`src/rtl/stopwatch_pkg.sv`:
```
`default_nettype none
// ============================================================================
//  Module      : stopwatch_pkg
//  Description : Shared types, constants and helpers for the MM:SS
//                stopwatch/timer: FSM state encoding, the packed BCD time
//                value, the seven-segment lookup table and the BCD
//                increment/decrement/preset-load helpers.
//  Ports       : none (package)
//  Revision    : 1.0 - initial release
// ============================================================================
package stopwatch_pkg;

    typedef enum logic [1:0] {
        ST_IDLE  = 2'd0,
        ST_RUN   = 2'd1,
        ST_PAUSE = 2'd2,
        ST_DONE  = 2'd3
    } state_t;

    // Four BCD digits, most significant first: m10 m1 : s10 s1.
    typedef struct packed {
        logic [3:0] m10;
        logic [3:0] m1;
        logic [3:0] s10;
        logic [3:0] s1;
    } mmss_t;

    localparam mmss_t      MMSS_ZERO = '0;
    localparam logic [6:0] MAX_MIN   = 7'd59;
    localparam logic [6:0] SEG_BLANK = 7'b1111111;

    // Active-low {g,f,e,d,c,b,a}; entry [0] is digit 0.
    localparam logic [9:0][6:0] SEG_TABLE = {
        7'b0010000,   // 9
        7'b0000000,   // 8
        7'b1011000,   // 7
        7'b0000010,   // 6
        7'b0010010,   // 5
        7'b0011001,   // 4
        7'b0110000,   // 3
        7'b0100100,   // 2
        7'b1111001,   // 1
        7'b1000000    // 0
    };

    // One-second increment with full ripple; 59:59 wraps to 00:00.
    function automatic mmss_t mmss_inc(input mmss_t t);
        mmss_t r;
        r = t;
        if (t.s1 != 4'd9) begin
            r.s1 = t.s1 + 4'd1;
        end else begin
            r.s1 = 4'd0;
            if (t.s10 != 4'd5) begin
                r.s10 = t.s10 + 4'd1;
            end else begin
                r.s10 = 4'd0;
                if (t.m1 != 4'd9) begin
                    r.m1 = t.m1 + 4'd1;
                end else begin
                    r.m1  = 4'd0;
                    r.m10 = (t.m10 == 4'd5) ? 4'd0 : t.m10 + 4'd1;
                end
            end
        end
        return r;
    endfunction

    // One-second decrement with full borrow ripple.
    function automatic mmss_t mmss_dec(input mmss_t t);
        mmss_t r;
        r = t;
        if (t.s1 != 4'd0) begin
            r.s1 = t.s1 - 4'd1;
        end else begin
            r.s1 = 4'd9;
            if (t.s10 != 4'd0) begin
                r.s10 = t.s10 - 4'd1;
            end else begin
                r.s10 = 4'd5;
                if (t.m1 != 4'd0) begin
                    r.m1 = t.m1 - 4'd1;
                end else begin
                    r.m1  = 4'd9;
                    r.m10 = (t.m10 == 4'd0) ? 4'd5 : t.m10 - 4'd1;
                end
            end
        end
        return r;
    endfunction

    // Binary minutes (saturated to 59) to MM:00 in BCD, using a
    // compare/subtract ladder instead of a divider.
    function automatic mmss_t min_to_mmss(input logic [6:0] m);
        mmss_t      r;
        logic [6:0] v;
        logic [3:0] tens;
        v    = (m > MAX_MIN) ? MAX_MIN : m;
        tens = 4'd0;
        if (v >= 7'd50) begin
            tens = 4'd5; v = v - 7'd50;
        end else if (v >= 7'd40) begin
            tens = 4'd4; v = v - 7'd40;
        end else if (v >= 7'd30) begin
            tens = 4'd3; v = v - 7'd30;
        end else if (v >= 7'd20) begin
            tens = 4'd2; v = v - 7'd20;
        end else if (v >= 7'd10) begin
            tens = 4'd1; v = v - 7'd10;
        end
        r     = MMSS_ZERO;
        r.m10 = tens;
        r.m1  = 4'(v);
        return r;
    endfunction

endpackage
`default_nettype wire

```
`src/rtl/seg7_dec.sv`:
```
`default_nettype none
// ============================================================================
//  Module      : seg7_dec
//  Description : BCD digit to active-low seven-segment pattern. Values above
//                9 show a blank digit.
//  Ports       : bcd_i [3:0] - BCD digit
//                seg_o [6:0] - active-low {g,f,e,d,c,b,a}
//  Revision    : 1.0 - initial release
// ============================================================================
module seg7_dec
    import stopwatch_pkg::*;
(
    input  logic [3:0] bcd_i,
    output logic [6:0] seg_o
);

    always_comb begin
        seg_o = SEG_BLANK;
        if (bcd_i <= 4'd9) begin
            seg_o = SEG_TABLE[bcd_i];
        end
    end

endmodule
`default_nettype wire

```
`src/rtl/stopwatch_mmss.sv`:
```
`default_nettype none
// ============================================================================
//  Module      : stopwatch_mmss
//  Description : Four-digit MM:SS stopwatch / countdown timer driving
//                HEX3..HEX0. Prescaled tick, start/stop, clear and lap
//                freeze on key rising edges; up mode wraps at 59:59, down
//                mode loads a minute preset and stops in DONE at 00:00.
//  Ports       : CLK, RST          - clock, synchronous active-high reset
//                START, CLEAR, LAP - debounced keys, act on rising edge
//                DOWN              - 0 stopwatch, 1 timer (sampled in IDLE)
//                PRESET [10:0]     - [10:4] timer minutes, [3:0] unused
//                HEX3..HEX0 [6:0]  - active-low digit segments
//                RUNNING, DONE     - registered state flags
//  Revision    : 1.0 - initial release
// ============================================================================
module stopwatch_mmss
    import stopwatch_pkg::*;
#(
    parameter int DIV = 50_000_000,
    parameter int PW  = 26
) (
    input  logic        CLK,
    input  logic        RST,
    input  logic        START,
    input  logic        CLEAR,
    input  logic        LAP,
    input  logic        DOWN,
    input  logic [10:0] PRESET,
    output logic [6:0]  HEX3,
    output logic [6:0]  HEX2,
    output logic [6:0]  HEX1,
    output logic [6:0]  HEX0,
    output logic        RUNNING,
    output logic        DONE
);

    state_t        state_q, state_d;
    logic [PW-1:0] presc_q, presc_d;
    mmss_t         time_q, time_d;
    mmss_t         lap_time_q, lap_time_d;
    logic          down_q, down_d;
    logic          lap_act_q, lap_act_d;
    logic [2:0]    keys_q, keys_prev_q;     // {LAP, CLEAR, START}
    logic          running_q, done_q;

    logic          w_start_edge, w_clear_edge, w_lap_edge, w_tick;
    mmss_t         w_time_step, w_preset_time, w_disp;
    logic          w_unused_preset;

    assign w_start_edge  = keys_q[0] & ~keys_prev_q[0];
    assign w_clear_edge  = keys_q[1] & ~keys_prev_q[1];
    assign w_lap_edge    = keys_q[2] & ~keys_prev_q[2];
    assign w_tick        = (state_q == ST_RUN) && (presc_q == PW'(DIV - 1));
    assign w_time_step   = down_q ? mmss_dec(time_q) : mmss_inc(time_q);
    assign w_preset_time = min_to_mmss(PRESET[10:4]);

    // Seconds preset is fixed at 00, so the low preset bits carry nothing.
    assign w_unused_preset = ^PRESET[3:0];

    always_comb begin
        state_d    = state_q;
        presc_d    = presc_q;
        time_d     = time_q;
        lap_time_d = lap_time_q;
        down_d     = down_q;
        lap_act_d  = lap_act_q;

        if (state_q == ST_RUN) begin
            presc_d = w_tick ? '0 : presc_q + PW'(1);
        end

        if (w_clear_edge) begin
            // Clear wins over everything, including a coincident tick.
            state_d   = ST_IDLE;
            presc_d   = '0;
            time_d    = MMSS_ZERO;
            lap_act_d = 1'b0;
        end else begin
            case (state_q)
                ST_IDLE: begin
                    if (w_start_edge) begin
                        presc_d = '0;
                        down_d  = DOWN;
                        if (DOWN) begin
                            time_d  = w_preset_time;
                            state_d = (w_preset_time == MMSS_ZERO) ? ST_DONE : ST_RUN;
                        end else begin
                            time_d  = MMSS_ZERO;
                            state_d = ST_RUN;
                        end
                    end
                end
                ST_RUN: begin
                    // The tick is applied before a pause request; expiry
                    // takes precedence over pausing.
                    if (w_tick) begin
                        time_d = w_time_step;
                        if (down_q && (w_time_step == MMSS_ZERO)) begin
                            state_d = ST_DONE;
                        end
                    end
                    if (w_start_edge && (state_d != ST_DONE)) begin
                        state_d = ST_PAUSE;
                    end
                end
                ST_PAUSE: begin
                    if (w_start_edge) begin
                        state_d = ST_RUN;
                    end
                end
                default: begin
                    // DONE holds 00:00 until CLEAR.
                end
            endcase

            // Lap yields to a START edge in the same cycle; it latches the
            // pre-tick time.
            if (w_lap_edge && !w_start_edge &&
                ((state_q == ST_RUN) || (state_q == ST_PAUSE))) begin
                if (lap_act_q) begin
                    lap_act_d = 1'b0;
                end else begin
                    lap_act_d  = 1'b1;
                    lap_time_d = time_q;
                end
            end
        end
    end

    always_ff @(posedge CLK) begin
        if (RST) begin
            state_q     <= ST_IDLE;
            presc_q     <= '0;
            time_q      <= MMSS_ZERO;
            lap_time_q  <= MMSS_ZERO;
            down_q      <= 1'b0;
            lap_act_q   <= 1'b0;
            keys_q      <= 3'b000;
            keys_prev_q <= 3'b000;
            running_q   <= 1'b0;
            done_q      <= 1'b0;
        end else begin
            state_q     <= state_d;
            presc_q     <= presc_d;
            time_q      <= time_d;
            lap_time_q  <= lap_time_d;
            down_q      <= down_d;
            lap_act_q   <= lap_act_d;
            keys_q      <= {LAP, CLEAR, START};
            keys_prev_q <= keys_q;
            running_q   <= (state_d == ST_RUN);
            done_q      <= (state_d == ST_DONE);
        end
    end

    assign RUNNING = running_q;
    assign DONE    = done_q;

    assign w_disp = lap_act_q ? lap_time_q : time_q;

    logic [3:0][3:0] w_digits;
    logic [3:0][6:0] w_segs;

    assign w_digits = w_disp;

    generate
        for (genvar gi = 0; gi < 4; gi++) begin : g_dec
            seg7_dec u_dec (
                .bcd_i (w_digits[gi]),
                .seg_o (w_segs[gi])
            );
        end
    endgenerate

    assign HEX3 = w_segs[3];
    assign HEX2 = w_segs[2];
    assign HEX1 = w_segs[1];
    assign HEX0 = w_segs[0];

endmodule
`default_nettype wire
```
`config.mk`:
```
export PLATFORM = sky130hd
export DESIGN_NAME = stopwatch_mmss
export DESIGN_NICKNAME = d
export VERILOG_FILES = /design/src/rtl/stopwatch_pkg.sv /design/src/rtl/seg7_dec.sv /design/src/rtl/stopwatch_mmss.sv
export SDC_FILE = /design/constraint.sdc
export NUM_CORES = 1
export LEC_CHECK = 0
export BUFFER_PORTS_ARGS = -buffer_cell sky130_fd_sc_hd__buf_4
export CAP_MARGIN = 20
export CELL_PAD_IN_SITES_DETAIL_PLACEMENT = 0
export CELL_PAD_IN_SITES_GLOBAL_PLACEMENT = 1
export CORE_MARGIN = 1.5
export CORE_UTILIZATION = 35
export DETAILED_ROUTE_END_ITERATION = 10
export PLACE_DENSITY = 0.69
export SLEW_MARGIN = 20
export SYNTH_ARGS = -nofsm -noshare
export SYNTH_HDL_FRONTEND = slang
export SYNTH_HIERARCHICAL = 1
export SYNTH_SLANG_ARGS = --single-unit
export TNS_END_PERCENT = 100
```
`constraint.sdc`:
```
create_clock -name CLK -period 4.7 [get_ports CLK]
set_clock_uncertainty 0.05 [all_clocks]
set_input_delay 0.47 -clock CLK [delete_from_list [all_inputs] [get_ports CLK]]
set_output_delay 0.47 -clock CLK [all_outputs]
set_load 0.005 [all_outputs]
```
# Word level (Yosys, flattened, before mapping)
# Memories as Yosys holds them, arrays and structs flattened.
# Index checks and enable logic that the tools add are counted.
dict set report totals {
  ff_bits 70
  romBits 448
  input_bits 17
  output_inout_bits 30
  memories 4
}
# memory words width read_ports rd_clocked_by_memory_dff write_ports line
set memory_table {}
lappend memory_table {{(name not given)} 16 7 1 0 0 seg7_dec.sv:20} ;# seg_o = SEG_TABLE[bcd_i];
lappend memory_table {{(name not given)} 16 7 1 0 0 seg7_dec.sv:20}
lappend memory_table {{(name not given)} 16 7 1 0 0 seg7_dec.sv:20}
lappend memory_table {{(name not given)} 16 7 1 0 0 seg7_dec.sv:20}
dict set report op_classes {
  add_sub_neg 14
  order_cmp 14
  n_eq_ne 12
  mux 55
  n_bitwise 7
  reduce_logical 19
}
# operator count
set op_table {}
lappend op_table {{26-bit 2-to-1 mux} 4}
lappend op_table {{16-bit 2-to-1 mux} 5}
lappend op_table {{7-bit 2-to-1 mux} 9}
lappend op_table {{4-bit 2-to-1 mux} 15}
lappend op_table {{16-bit zero test} 2}
lappend op_table {{16-bit case mux with 2 select lines} 1}
lappend op_table {{26-bit by 1-bit adder with 26-bit output, second input constant} 1}
lappend op_table {{26-bit equality test, second input constant} 1}
lappend op_table {{12-bit 2-to-1 mux} 2}
lappend op_table {{2-bit 2-to-1 mux} 12}
lappend op_table {{4-bit by 5-bit less-than comparator with 1-bit output, second input constant} 4}
lappend op_table {{4-bit by 1-bit adder with 4-bit output, second input constant} 4}
lappend op_table {{4-bit less-or-equal comparator, second input constant} 4}
lappend op_table {{8-bit 2-to-1 mux} 2}
lappend op_table {{4-bit by 1-bit subtractor with 4-bit output, second input constant} 4}
lappend op_table {{7-bit by 5-bit >= comparator with 1-bit output, second input constant} 2}
lappend op_table {{7-bit by 6-bit >= comparator with 1-bit output, second input constant} 2}
lappend op_table {{4-bit nonzero test} 3}
lappend op_table {{4-bit subtractor, second input constant} 3}
lappend op_table {{4-bit != test, second input constant} 2}
lappend op_table {{7-bit by 4-bit >= comparator with 1-bit output, second input constant} 1}
lappend op_table {{7-bit by 6-bit greater-than comparator with 1-bit output, second input constant} 1}
lappend op_table {{3-bit 2-to-1 mux} 2}
lappend op_table {{2-bit != test, second input constant} 3}
lappend op_table {{19 further kinds} 32}

# Logic depth before layout (Yosys ltp)
dict set report logic_depth {
  ltp_word 18
  depth_mapped 13
  mapped_depth_nobuf 12
}

# Modules after synthesis
# Netlist, hierarchy kept.
# mod n_inst cells_each area_per_inst_um2 seq_area_each_um2
set by_module_without_submodules {}
lappend by_module_without_submodules {stopwatch_mmss 1 545 4440.5 1401.3}
lappend by_module_without_submodules {seg7_dec 4 29 205.2 0.0}

# Worst setup path after synthesis
# Ideal clock, no wire load.
dict set report synth_path {
  path_type {in2reg}
  from {input PRESET[9]}
  to {register done_q (netlist: DONE)}
  setup_ns 0.117
  t_arrival_ns 3.004
  required_time_ns 4.533
  path_slack_ns 1.529
  stages 12
  path_cell_list {clkbuf_1 -> and3_1 -> a211oi_1 -> ha_1 -> inv_1 -> a311o_1 -> a31o_2 -> mux2i_1 -> o21ai_0 -> nor4b_1 -> or3_1 -> and4b_1}
}
dict set report synth_via {
  elab_chain_len 15
  elab_cells_between_ends 29
}
# element line
set synth_rtl {}
lappend synth_rtl {{start: declaration} stopwatch_mmss.sv:28} ;# input logic [10:0] PRESET,
lappend synth_rtl {{7-bit by 6-bit greater-than comparator with 1-bit output} stopwatch_pkg.sv:98} ;# v = (m > MAX_MIN) ? MAX_MIN : m;
lappend synth_rtl {{7-bit 2-to-1 mux *} stopwatch_pkg.sv:98}
lappend synth_rtl {{7-bit by 4-bit >= comparator with 1-bit output or 4-bit subtractor (tied branches)} {stopwatch_pkg.sv:108, stopwatch_pkg.sv:109}}
lappend synth_rtl {{4-bit 2-to-1 mux or 1-bit 2-to-1 mux (tied branches)} stopwatch_pkg.sv:108} ;# end else if (v >= 7'd10) begin
lappend synth_rtl {{4-bit 2-to-1 mux or 2-bit 2-to-1 mux (tied branches)} stopwatch_pkg.sv:106} ;# end else if (v >= 7'd20) begin
lappend synth_rtl {{4-bit 2-to-1 mux or 2-bit 2-to-1 mux (tied branches)} stopwatch_pkg.sv:104} ;# end else if (v >= 7'd30) begin
lappend synth_rtl {{4-bit 2-to-1 mux or 3-bit 2-to-1 mux (tied branches)} stopwatch_pkg.sv:102} ;# end else if (v >= 7'd40) begin
lappend synth_rtl {{4-bit 2-to-1 mux or 3-bit 2-to-1 mux (tied branches)} stopwatch_pkg.sv:100} ;# if (v >= 7'd50) begin
lappend synth_rtl {{16-bit zero test *} stopwatch_mmss.sv:86} ;# state_d = (w_preset_time == MMSS_ZERO) ? ST_DONE : ST_RUN;
lappend synth_rtl {{2-bit 2-to-1 mux *} stopwatch_mmss.sv:86}
lappend synth_rtl {{2-bit 2-to-1 mux *} stopwatch_mmss.sv:84} ;# if (DOWN) begin
lappend synth_rtl {{2-bit 2-to-1 mux *} stopwatch_mmss.sv:81} ;# if (w_start_edge) begin
lappend synth_rtl {{2-bit case mux with 3 select lines *} stopwatch_mmss.sv:79} ;# case (state_q)
lappend synth_rtl {{2-bit 2-to-1 mux *} stopwatch_mmss.sv:72} ;# if (w_clear_edge) begin
lappend synth_rtl {{2-bit equality test *} stopwatch_mmss.sv:152} ;# done_q <= (state_d == ST_DONE);
lappend synth_rtl {{end signal: assignment} stopwatch_mmss.sv:152}
lappend synth_rtl {{end: declaration} stopwatch_mmss.sv:44} ;# logic running_q, done_q;
# Mark *: on every way between the ends. The rest lies on a longest branch, timed or not.
# A chain may end at the register's enable or synchronous reset.

# Final worst setup path
dict set report layout_path {
  from {input PRESET[8]}
  to {register done_q (netlist: DONE)}
}
# The elaborated chain is that of the path after synthesis.

==> summary.txt <==
Run status
  • Outcome: completed

Yosys
  • Top-count cell post-synth: nor2_1
  • Warnings, synthesis: 6
  • Syn Std Cell Area: between 0.005 and 0.006 mm²
  • Number of enable flip-flop cells after synthesis: 0
  • Syn nets: 709
  • Synth area leaders: dfxtp_1 27%, ha_1 7.4%, nor2_1 6.9%, mux2i_1 5.3%, a21oi_1 4.4%
  • Post-synthesis area per instance: about 8.0 µm²
  • #FFs+latches synth: 70
  • Cell variety after synth: 75
  • Sequential share of the synthesized area: 0.266
  • Async SR Flop Fraction: 0
  • Yosys top cell by area: dfxtp_1
  • Top FF cell, synth: dfxtp_1
  • Top cells by count, synth: 97 x nor2_1, 70 x dfxtp_1, 57 x nand2_1
  • Share of the synthesized area in the top cell type: 0.266
  • Cells after synthesis: 661

Pwr
  • Peak supply drop: 0.167 mV
  • Static Leakage: 0.00221 µW
  • Pwr Density: 253 mW/mm²

Layout
  • Final net count: 720
  • N_diodes: 0
  • Area Overhead vs Synth: 12.2%
  • Final Cell Area: 0.00591 mm²
  • Fin util: 0.405
  • Fin cells: 861
  • Layout cells sized above 1: 0.148

Detailed routing
  • DRT antenna net count: 0
  • Vias per inst: ~5.3
  • Post-Route WL: 12100 µm
  • Top sig layer: met4
  • Met1 wire length: 5980 µm
  • Via count: 4544
  • Met3 wire length: 475 µm
  • Pre-antenna DRT Iters: 5
  • Routed wl met2: approximately 5500 µm
  • First DRT Iteration DRCs: about 200
  • DRC: 0
  • Routed len/inst: 14.0 µm

CTS
  • Maximum root-to-sink buffer count: 2
  • Post_cts resized: 0
  • Skew-Pair Late Insertion Delay: 0.34 ns
  • Num CTS Buffers: 9
  • CTS tree: yes
  • CTS Sinks: 70
  • Setup bufs post-CTS: 0
  • CTS H-tree depth: 3
  • Root Buffer: clkbuf_16
  • Hold_buf cts: 0
  • Clk pin slew, worst setup/hold paths: roughly 0.06 ns

Critical path
  • Crit. End Element: register
  • Kind of critical path: in -> reg
  • CP peak stage delay: 0.56 ns
  • Critical Path Start Type: input port
  • Critical path arrival: 3.52 ns
  • Crit path cell chain: buf_4 > and3_1 > a211oi_1 > inv_1 > ha_1 > nor2b_1 > o21ai_0 > o32ai_1 > a21boi_0 > o21ai_0 > nor4b_1 > or3_1 > and4b_1
  • Worst EP required: 4.88 ns
  • Critical path buffer and inverter count: 2
  • CP dominant cell by count: o21ai_0
  • Family with the most delay on the worst path: compound AO/OA/AOI/OAI gates
  • CP max-delay cell: a211oi_1
  • Critical-path maximum fanout: 15

Placed design
  • # port buffers: 42
  • Placed insts: about 850
  • GPL Wtd Cong: slightly above 0.8
  • Instance area after placement: 0.00560 mm²
  • Post-DP HPWL: 8630 µm

Timing
  • FMAX: around 300 MHz
  • Fin crit period: 3.34 ns
  • Final Hold Fails: 0
  • Slew margin rel.: 0.335
  • Final setup fails: 0
  • Final TNS setup: 0 ns
  • Final hold slack: about 0.30 ns
  • Unrepaired setup endpoints after global routing: no
  • Max-slew violations: 0
  • Final worst path period share: 0.710
  • Worst slew pin tran: a little under 1 ns

Die
  • Die width: 126 µm
  • IO Pins: 47
  • Number of core rows: 44
  • Core Box Area: about 0.015 mm²
  • Die H: 126 µm
  • Starting Density: 0.361
  • Die ar.: around 0.016 mm²

GRT
  • Largest net degree at the start of global routing: 28
  • Vias in the first global route: 4442
  • Total gr overflow: 0
  • Tot GR Track Use: 0.156
  • Antenna violations before repair: 0
  • First-pass GRT wire length: 20800 µm

Min path
  • Hold crit path type: in -> reg

Run
  • MaxCap Viol Count: 0
## registers in the layout, summed over array words and instances, names as in the netlist
register,flops
DONE,1
RUNNING,1
down_q,1
keys_prev_q,3
keys_q,3
lap_act_q,1
lap_time_q,16
presc_q,26
state_q,2
time_q,16
## cells by family (layout without fill, tap and decap cells)
| kind of cell | after synthesis | after routing | synth area share |
|---|---|---|---|
| AND/OR/NAND/NOR | 272 | 272 | 0.277 |
| AO/OA/AOI/OAI | 148 | 148 | 0.188 |
| flip-flops | 70 | 70 | 0.266 |
| buffers and inverters | 69 | 85 | 0.0621 |
| multiplexers | 45 | 45 | 0.0897 |
| adder cells (fa/ha/maj) | 32 | 32 | 0.0756 |
| XOR/XNOR | 25 | 25 | 0.0416 |
## power breakdown
| part | total [µW] | internal, µW | switching (µW) |
|---|---|---|---|
| Combinational | 177 | 71.9 | 105 |
| Sequential | 613 | 600 | 12.9 |
| Clock | 702 | 428 | 274 |
## layer usage
| metal | GRT usage | vias to the layer above |
|---|---|---|
| met2 | 0.260 | 70 |
| met1 | 0.209 | 2103 |
| met4 | 0.0341 | 0 |
| met5 | 0 | - |
| li1 | - | 2360 |
| met3 | 0.0317 | 11 |
## layout by cell type, fill, tap and decap left out, drive strengths merged, types with 16 or more instances in the layout
cell type / synthesis / layout
nor2: 97 / 97
dfxtp: 70 / 70
nand2: 58 / 58
a21oi: 47 / 47
buf: 21 / 44
ha: 31 / 31
o21ai: 30 / 30
mux2i: 28 / 28
inv: 25 / 26
mux2: 17 / 17
nand3: 16 / 16
## layout make-up
cell class	instances	area [µm²]
flip-flops and latches	70	1400
clock buffers	10	239
repair buffers	44	330
inverters	25	93.8
multi-input cells	522	3540
fillers	1456	8680
clock inverters	6	68.8
well taps	184	230
## final timing paths
check | startpoint | to | slack, ns | depth (start not counted)
worst max-delay path | PRESET[8] | DONE$_SDFF_PP0_ | 1.36 | 13
worst max register to register | down_q$_SDFFE_PP0P_ | DONE$_SDFF_PP0_ | 1.56 | 8
worst min register to register | keys_q[0]$_SDFF_PP0_ | keys_prev_q[0]$_SDFF_PP0_ | 0.42 | 1
worst min-delay path | CLEAR | keys_q[1]$_SDFF_PP0_ | 0.30 | 2
## stage by stage
| step | setup WS (ns) | power (µW) |
|---|---|---|
| floorplan | 1.53 | 750 |
| global placement | 1.03 | 800 |
| detailed placement | 1.03 | 802 |
| CTS | 1.39 | 1510 |
| global route | 1.12 | 1560 |
| finish | 1.36 | 1490 |
Note: power is estimated with default switching activity, not from simulation.
